$ cat config.mk
export PLATFORM = sky130hd
export DESIGN_NAME = cpu_run_controller_flat
export DESIGN_NICKNAME = d
export VERILOG_FILES = /design/src/rtl/cpu_run_controller_if.sv /design/src/rtl/cpu_run_controller.sv /design/src/flat_wrapper.sv
export SDC_FILE = /design/constraint.sdc
export NUM_CORES = 1
export LEC_CHECK = 0
export BUFFER_PORTS_ARGS = -buffer_cell sky130_fd_sc_hd__buf_2
export CAP_MARGIN = 20
export CORE_MARGIN = 2
export CORE_UTILIZATION = 48
export DETAILED_ROUTE_END_ITERATION = 12
export PLACE_DENSITY = 0.77
export SKIP_CTS_REPAIR_TIMING = 1
export SYNTH_ARGS = -nofsm -noshare
export SYNTH_HDL_FRONTEND = slang
export SYNTH_SLANG_ARGS = --single-unit
$ cat constraint.sdc
create_clock -name input_clk -period 3.49 [get_ports input_clk]
set_input_delay 0.8725 -clock input_clk [delete_from_list [all_inputs] [get_ports input_clk]]
set_output_delay 0.8725 -clock input_clk [all_outputs]
set_load 0.01 [all_outputs]
$ cat src/rtl/cpu_run_controller_if.sv
// CPU-side bundle of the run controller: CPU reset/clock-enable out, halt and live perf counters in.
interface cpu_run_controller_if;
  logic        cpu_rst;
  logic        cpu_clk_en;
  logic        hlt_seen;
  logic [31:0] cpu_cycles;
  logic [31:0] cpu_stalls;
  logic [31:0] bp_count;
  logic [31:0] bp_miss;

  modport master (
    output cpu_rst, cpu_clk_en,
    input  hlt_seen, cpu_cycles, cpu_stalls, bp_count, bp_miss
  );

  modport slave (
    input  cpu_rst, cpu_clk_en,
    output hlt_seen, cpu_cycles, cpu_stalls, bp_count, bp_miss
  );
endinterface

$ cat src/rtl/cpu_run_controller.sv
// Sequences one CPU run: reset hold, run until halt or cycle limit, drain, then freeze perf stats.
module cpu_run_controller #(
  parameter int RESET_CYCLES = 4,
  parameter int DRAIN_CYCLES = 4,
  parameter int MAX_CYCLES   = 200000
) (
  input  logic                        input_clk,
  input  logic                        rst,
  input  logic                        start,
  input  logic                        clear,
  cpu_run_controller_if.master        cpu,
  output logic [2:0]                  state,
  output logic                        done,
  output logic                        timeout,
  output logic [31:0]                 run_cycles,
  output logic [31:0]                 snap_cycles,
  output logic [31:0]                 snap_stalls,
  output logic [31:0]                 snap_instr,
  output logic [31:0]                 snap_bp_count,
  output logic [31:0]                 snap_bp_hit,
  output logic [31:0]                 snap_bp_miss
);

  typedef enum logic [2:0] {
    S_IDLE     = 3'd0,
    S_RST_HOLD = 3'd1,
    S_RUN      = 3'd2,
    S_DRAIN    = 3'd3,
    S_DONE     = 3'd4
  } state_t;

  typedef struct packed {
    logic [31:0] cycles;
    logic [31:0] stalls;
    logic [31:0] instr;
    logic [31:0] bp_count;
    logic [31:0] bp_hit;
    logic [31:0] bp_miss;
  } snap_t;

  state_t      state_q, state_d;
  snap_t       snap_q;
  logic [7:0]  phase_cnt;
  logic [31:0] run_inc;
  logic        limit_hit, count_en, timeout_set, enter_done;

  assign run_inc    = (run_cycles == '1) ? run_cycles : run_cycles + 32'd1;
  // Limit fires on the edge where the counter lands on MAX_CYCLES-1
  assign limit_hit  = (run_inc == 32'(MAX_CYCLES - 1));
  assign enter_done = (state_d == S_DONE) && (state_q != S_DONE);

  always_comb begin
    state_d        = state_q;
    cpu.cpu_rst    = 1'b1;
    cpu.cpu_clk_en = 1'b0;
    count_en       = 1'b0;
    timeout_set    = 1'b0;
    case (state_q)
      S_IDLE: if (start) state_d = S_RST_HOLD;
      S_RST_HOLD: begin
        cpu.cpu_clk_en = 1'b1;
        if (phase_cnt == 8'(RESET_CYCLES - 1)) state_d = S_RUN;
      end
      S_RUN: begin
        cpu.cpu_rst    = 1'b0;
        cpu.cpu_clk_en = 1'b1;
        count_en       = 1'b1;
        if (cpu.hlt_seen) begin
          state_d = (DRAIN_CYCLES == 0) ? S_DONE : S_DRAIN;
        end else if (limit_hit) begin
          state_d     = S_DONE;
          timeout_set = 1'b1;
        end
      end
      S_DRAIN: begin
        cpu.cpu_rst    = 1'b0;
        cpu.cpu_clk_en = 1'b1;
        count_en       = 1'b1;
        if (phase_cnt == 8'(DRAIN_CYCLES - 1)) state_d = S_DONE;
      end
      S_DONE: begin
        cpu.cpu_rst = 1'b0;
        if (clear) state_d = S_IDLE;
      end
      default: state_d = S_IDLE;
    endcase
  end

  always_ff @(posedge input_clk) begin
    if (rst) begin
      state_q    <= S_IDLE;
      phase_cnt  <= '0;
      run_cycles <= '0;
      done       <= 1'b0;
      timeout    <= 1'b0;
      snap_q     <= '0;
    end else begin
      state_q   <= state_d;
      phase_cnt <= (state_d != state_q) ? 8'd0 : phase_cnt + 8'd1;
      if (state_q == S_IDLE && start) begin
        run_cycles <= '0;
        done       <= 1'b0;
        timeout    <= 1'b0;
      end
      if (count_en) run_cycles <= run_inc;
      if (enter_done) begin
        done             <= 1'b1;
        timeout          <= timeout_set;
        // +1 covers the hlt instruction the CPU never counts
        snap_q.cycles    <= cpu.cpu_cycles + 32'd1;
        snap_q.stalls    <= cpu.cpu_stalls;
        snap_q.instr     <= cpu.cpu_cycles - cpu.cpu_stalls;
        snap_q.bp_count  <= cpu.bp_count;
        snap_q.bp_hit    <= cpu.bp_count - cpu.bp_miss;
        snap_q.bp_miss   <= cpu.bp_miss;
      end
    end
  end

  assign state         = state_q;
  assign snap_cycles   = snap_q.cycles;
  assign snap_stalls   = snap_q.stalls;
  assign snap_instr    = snap_q.instr;
  assign snap_bp_count = snap_q.bp_count;
  assign snap_bp_hit   = snap_q.bp_hit;
  assign snap_bp_miss  = snap_q.bp_miss;

endmodule

$ cat src/flat_wrapper.sv
// flat-port wrapper written by rule: the top's interface ports become plain ports
module cpu_run_controller_flat 
#(
  parameter int RESET_CYCLES = 4,
  parameter int DRAIN_CYCLES = 4,
  parameter int MAX_CYCLES   = 200000
)
  (input_clk, rst, start, clear, state, done, timeout, run_cycles, snap_cycles, snap_stalls, snap_instr, snap_bp_count, snap_bp_hit, snap_bp_miss, cpu_cpu_rst, cpu_cpu_clk_en, cpu_hlt_seen, cpu_cpu_cycles, cpu_cpu_stalls, cpu_bp_count, cpu_bp_miss);
  cpu_run_controller_if cpu_i ();
  input  logic input_clk;
  input  logic rst;
  input  logic start;
  input  logic clear;
  output logic [2:0] state;
  output logic done;
  output logic timeout;
  output logic [31:0] run_cycles;
  output logic [31:0] snap_cycles;
  output logic [31:0] snap_stalls;
  output logic [31:0] snap_instr;
  output logic [31:0] snap_bp_count;
  output logic [31:0] snap_bp_hit;
  output logic [31:0] snap_bp_miss;
  output wire logic [$bits(cpu_i.cpu_rst)-1:0] cpu_cpu_rst;
  output wire logic [$bits(cpu_i.cpu_clk_en)-1:0] cpu_cpu_clk_en;
  input wire logic [$bits(cpu_i.hlt_seen)-1:0] cpu_hlt_seen;
  input wire logic [$bits(cpu_i.cpu_cycles)-1:0] cpu_cpu_cycles;
  input wire logic [$bits(cpu_i.cpu_stalls)-1:0] cpu_cpu_stalls;
  input wire logic [$bits(cpu_i.bp_count)-1:0] cpu_bp_count;
  input wire logic [$bits(cpu_i.bp_miss)-1:0] cpu_bp_miss;
  assign cpu_cpu_rst = cpu_i.cpu_rst;
  assign cpu_cpu_clk_en = cpu_i.cpu_clk_en;
  assign cpu_i.hlt_seen = cpu_hlt_seen;
  assign cpu_i.cpu_cycles = cpu_cpu_cycles;
  assign cpu_i.cpu_stalls = cpu_cpu_stalls;
  assign cpu_i.bp_count = cpu_bp_count;
  assign cpu_i.bp_miss = cpu_bp_miss;
  cpu_run_controller #(.RESET_CYCLES(RESET_CYCLES), .DRAIN_CYCLES(DRAIN_CYCLES), .MAX_CYCLES(MAX_CYCLES)) u_core (.input_clk(input_clk), .rst(rst), .start(start), .clear(clear), .cpu(cpu_i), .state(state), .done(done), .timeout(timeout), .run_cycles(run_cycles), .snap_cycles(snap_cycles), .snap_stalls(snap_stalls), .snap_instr(snap_instr), .snap_bp_count(snap_bp_count), .snap_bp_hit(snap_bp_hit), .snap_bp_miss(snap_bp_miss));
endmodule
==> flow_metrics.tcl <==
set metrics [dict create \
    status "completed" \
    timing.fmax_mhz 288 \
    clockBufferDepth 3 \
    core-area_sq_um 27800 \
    fp.dieW_microns 172 \
    syn_area_per_cell_sq_um 7.74 \
    synthTopCellsByArea "dfxtp_1 35%, nand2_1 10%, a21oi_1 8.4%" \
    dp_hpwl_microns 32700 \
    synth_edf_count 0 \
    syn_inst 1753 \
    slew_violations 0 \
    ant_nets 0 \
    p_int_mw 4.87 \
    p_comb_share_pct 13.7 \
    syn2layout_area_growth_pct 32.3 \
    ys_types 76 \
    drive_gt1_share_pct 29.6 \
    cts_tree "built" \
    rsz0062_at_grt "yes" \
    numCtsBuffers 27 \
    tns_ns 0 \
    grt_max_degree 69 \
    p_per_area_nw_per_um2 365 \
    synth_warnings 0 \
    avgViaCountPerCell 5.53 \
    fin_area_sq_um 18000 \
    die_y_microns 172 \
    synth-main-ff-cell "dfxtp_1" \
    skew_ns 0.0148 \
    grt_pass1_vias 13500 \
    synth_top_cells_by_count "369 x nand2_1, 237 x dfxtp_1, 229 x a21oi_1" \
    power_leakage_nw 7.89 \
    fin_crit_sh_pct 99.5 \
    dpl_cell_area_sq_um 16600 \
    grt_pass1_wl_microns 66200 \
    h-tree-depth 1 \
    antenna_cells 0 \
    yosysMostFrequentCell "nand2_1" \
    yosysTopAreaCell "dfxtp_1" \
    maxCapViolations 0 \
    drt-total-wl_microns 44800 \
    vdd_drop_max_mv 0.389 \
    fin_nets 2423 \
    fin_util_pct 64.7 \
    clock_latency_ns 0.55 \
    slew_headroom_pct 53.3 \
    initial_core_util_pct 48.9 \
    synth_nets 1953 \
    path_class "reg -> reg" \
    worst_slew_pin_slew_ns 0.700 \
    setup_violations 0 \
    antenna_found_initial 0 \
    clockRootBuffer "clkbuf_16" \
    dieArea_sq_um 29600 \
    cp.arrival_ns 3.94 \
    p_sw_share_pct 25.9 \
    dp_cells 2551 \
    cp-start-kind "flip-flop" \
    period_minus_slack_ns 3.47 \
    synth_top_area_share_pct 34.9 \
    grt.overflow.total 0 \
    clk_pin_slew_worst_paths_ns 0.06 \
    gp_routability_congestion 0.912 \
    first_pass_iters 5 \
    crit_path_end_kind "flip-flop" \
    syn_area_sq_um 13600 \
    critPathMaxFanout 12 \
    final-hold-violation-count 0 \
    cp.required_ns 3.96 \
    drtIter0Drc 944 \
    ys_seq_area_share_pct 34.9 \
    clock_sinks 237 \
    via_count 14500 \
    port_buffers 363 \
    async_flop_share_pct 0 \
    drc_errors 0 \
    hold_class "reg -> reg" \
    rows 61 \
    p_seq_share_pct 41.3 \
    finalNonFillerCells 2622 \
    clock_power_share_pct 45.0 \
    wl_per_cell_microns 17.1 \
    ys_ff_latch 237 \
    n_fill_cell 2391 \
    switchingPower_mw 1.70 \
    grt_util_all_layers_pct 27.4 \
    io_pins 364 \
]
flip-flops by register name (all words and copies together), names as in the netlist:
| register | cells |
|---|---|
| u_core.snap_bp_count | 32 |
| u_core.snap_bp_miss | 32 |
| u_core.snap_stalls | 32 |
| u_core.phase_cnt | 8 |
| u_core.snap_cycles | 32 |
| u_core.snap_instr | 32 |
| u_core.state | 3 |
| u_core.timeout | 1 |
| u_core.snap_bp_hit | 32 |
| u_core.done | 1 |
| u_core.run_cycles | 32 |
worst paths after layout:
path                                                           from                                    end  slack, ns  cells after the start
worst max-delay path              u_core.run_cycles[3]$_SDFFE_PP0P_  u_core.snap_bp_count[28]$_SDFFE_PP0P_       0.02                     16
worst min-delay path            u_core.snap_bp_miss[9]$_SDFFE_PP0P_    u_core.snap_bp_miss[9]$_SDFFE_PP0P_       0.45                      2
worst max register to register    u_core.run_cycles[3]$_SDFFE_PP0P_  u_core.snap_bp_count[28]$_SDFFE_PP0P_       0.02                     16
worst min register to register  u_core.snap_bp_miss[9]$_SDFFE_PP0P_    u_core.snap_bp_miss[9]$_SDFFE_PP0P_       0.45                      2
per-stage QoR:
step	power, mW	setup WS, ns	hold WS, ns
CTS	6.59	-0.0787	0.448
finish	6.56	0.0178	0.446
global route	6.82	-0.132	0.466
detailed placement	3.65	-0.170	0.440
floorplan	3.33	0.0773	0.430
global placement	3.64	-0.101	0.434
cell type report:
cell class	count	area [sq um]	area share (%)
Clock buffer	41	788	4.39
Clock inverter	9	128	0.710
Inverter	84	315	1.76
Multi-Input combinational cell	1340	8090	45.0
Sequential cell	237	4750	26.4
Tap cell	378	473	2.63
Timing Repair Buffer	533	3420	19.1
critical path, stage by stage (launching register included):
cell and delay, ns:
dfxtp_1 0.35, nand4_1 0.17, nor4_4 0.44, o41ai_4 0.14, buf_6 0.16, buf_4 0.14, or2_2 0.33, o21ai_4 0.16
nand4_1 0.16, nor4b_4 0.29, buf_4 0.18, o21a_4 0.25, buf_12 0.14, clkbuf_16 0.13, clkbuf_16 0.15, nand2_1 0.06
a21oi_1 0.14
per-layer routing:
metal	track usage (%)	share of wire [%]	up-vias
met3	6.27	8.1	110
met4	11.8	4.0	0
li1	-	-	7035
met5	0	0	-
met2	46.3	47	541
met1	33.5	41	6802
layout by cell type, fill, tap and decap left out, drive strengths merged, types with 12 or more instances in the layout:
master and n:
nand4 20, dfxtp 237, inv 86, ha 65, nor4 14, clkbuf 50, xnor2 39, buf 524
nand3 60, nor3 29, nor2 128, nand2b 13, and3 18, o21a 18, a31oi 12, xor2 50
a21o 17, a21oi 229, nand2 369, o21ai 60, a211oi 53
cells by family (layout without fill, tap and decap cells):
family,after synthesis,after routing,synth area share [%]
multiplexers,8,8,0.608
AO/OA/AOI/OAI,456,456,21.9
buffers and inverters,176,667,6.16
AND/OR/NAND/NOR,720,720,24.3
XOR/XNOR,89,89,5.80
adder cells (fa/ha/maj),67,67,6.29
flip-flops,237,237,34.9
power by group through the flow:
stage | Clock, mW | Sequential [mW] | Combinational, mW
after detailed placement | 0 | 2.77 | 0.883
after CTS | 2.99 | 2.71 | 0.889
after floorplan | 0 | 2.77 | 0.556
final | 2.95 | 2.71 | 0.900
after global placement | 0 | 2.77 | 0.867
after global routing | 3.11 | 2.71 | 0.991
Power figures use the tool's default switching activity.
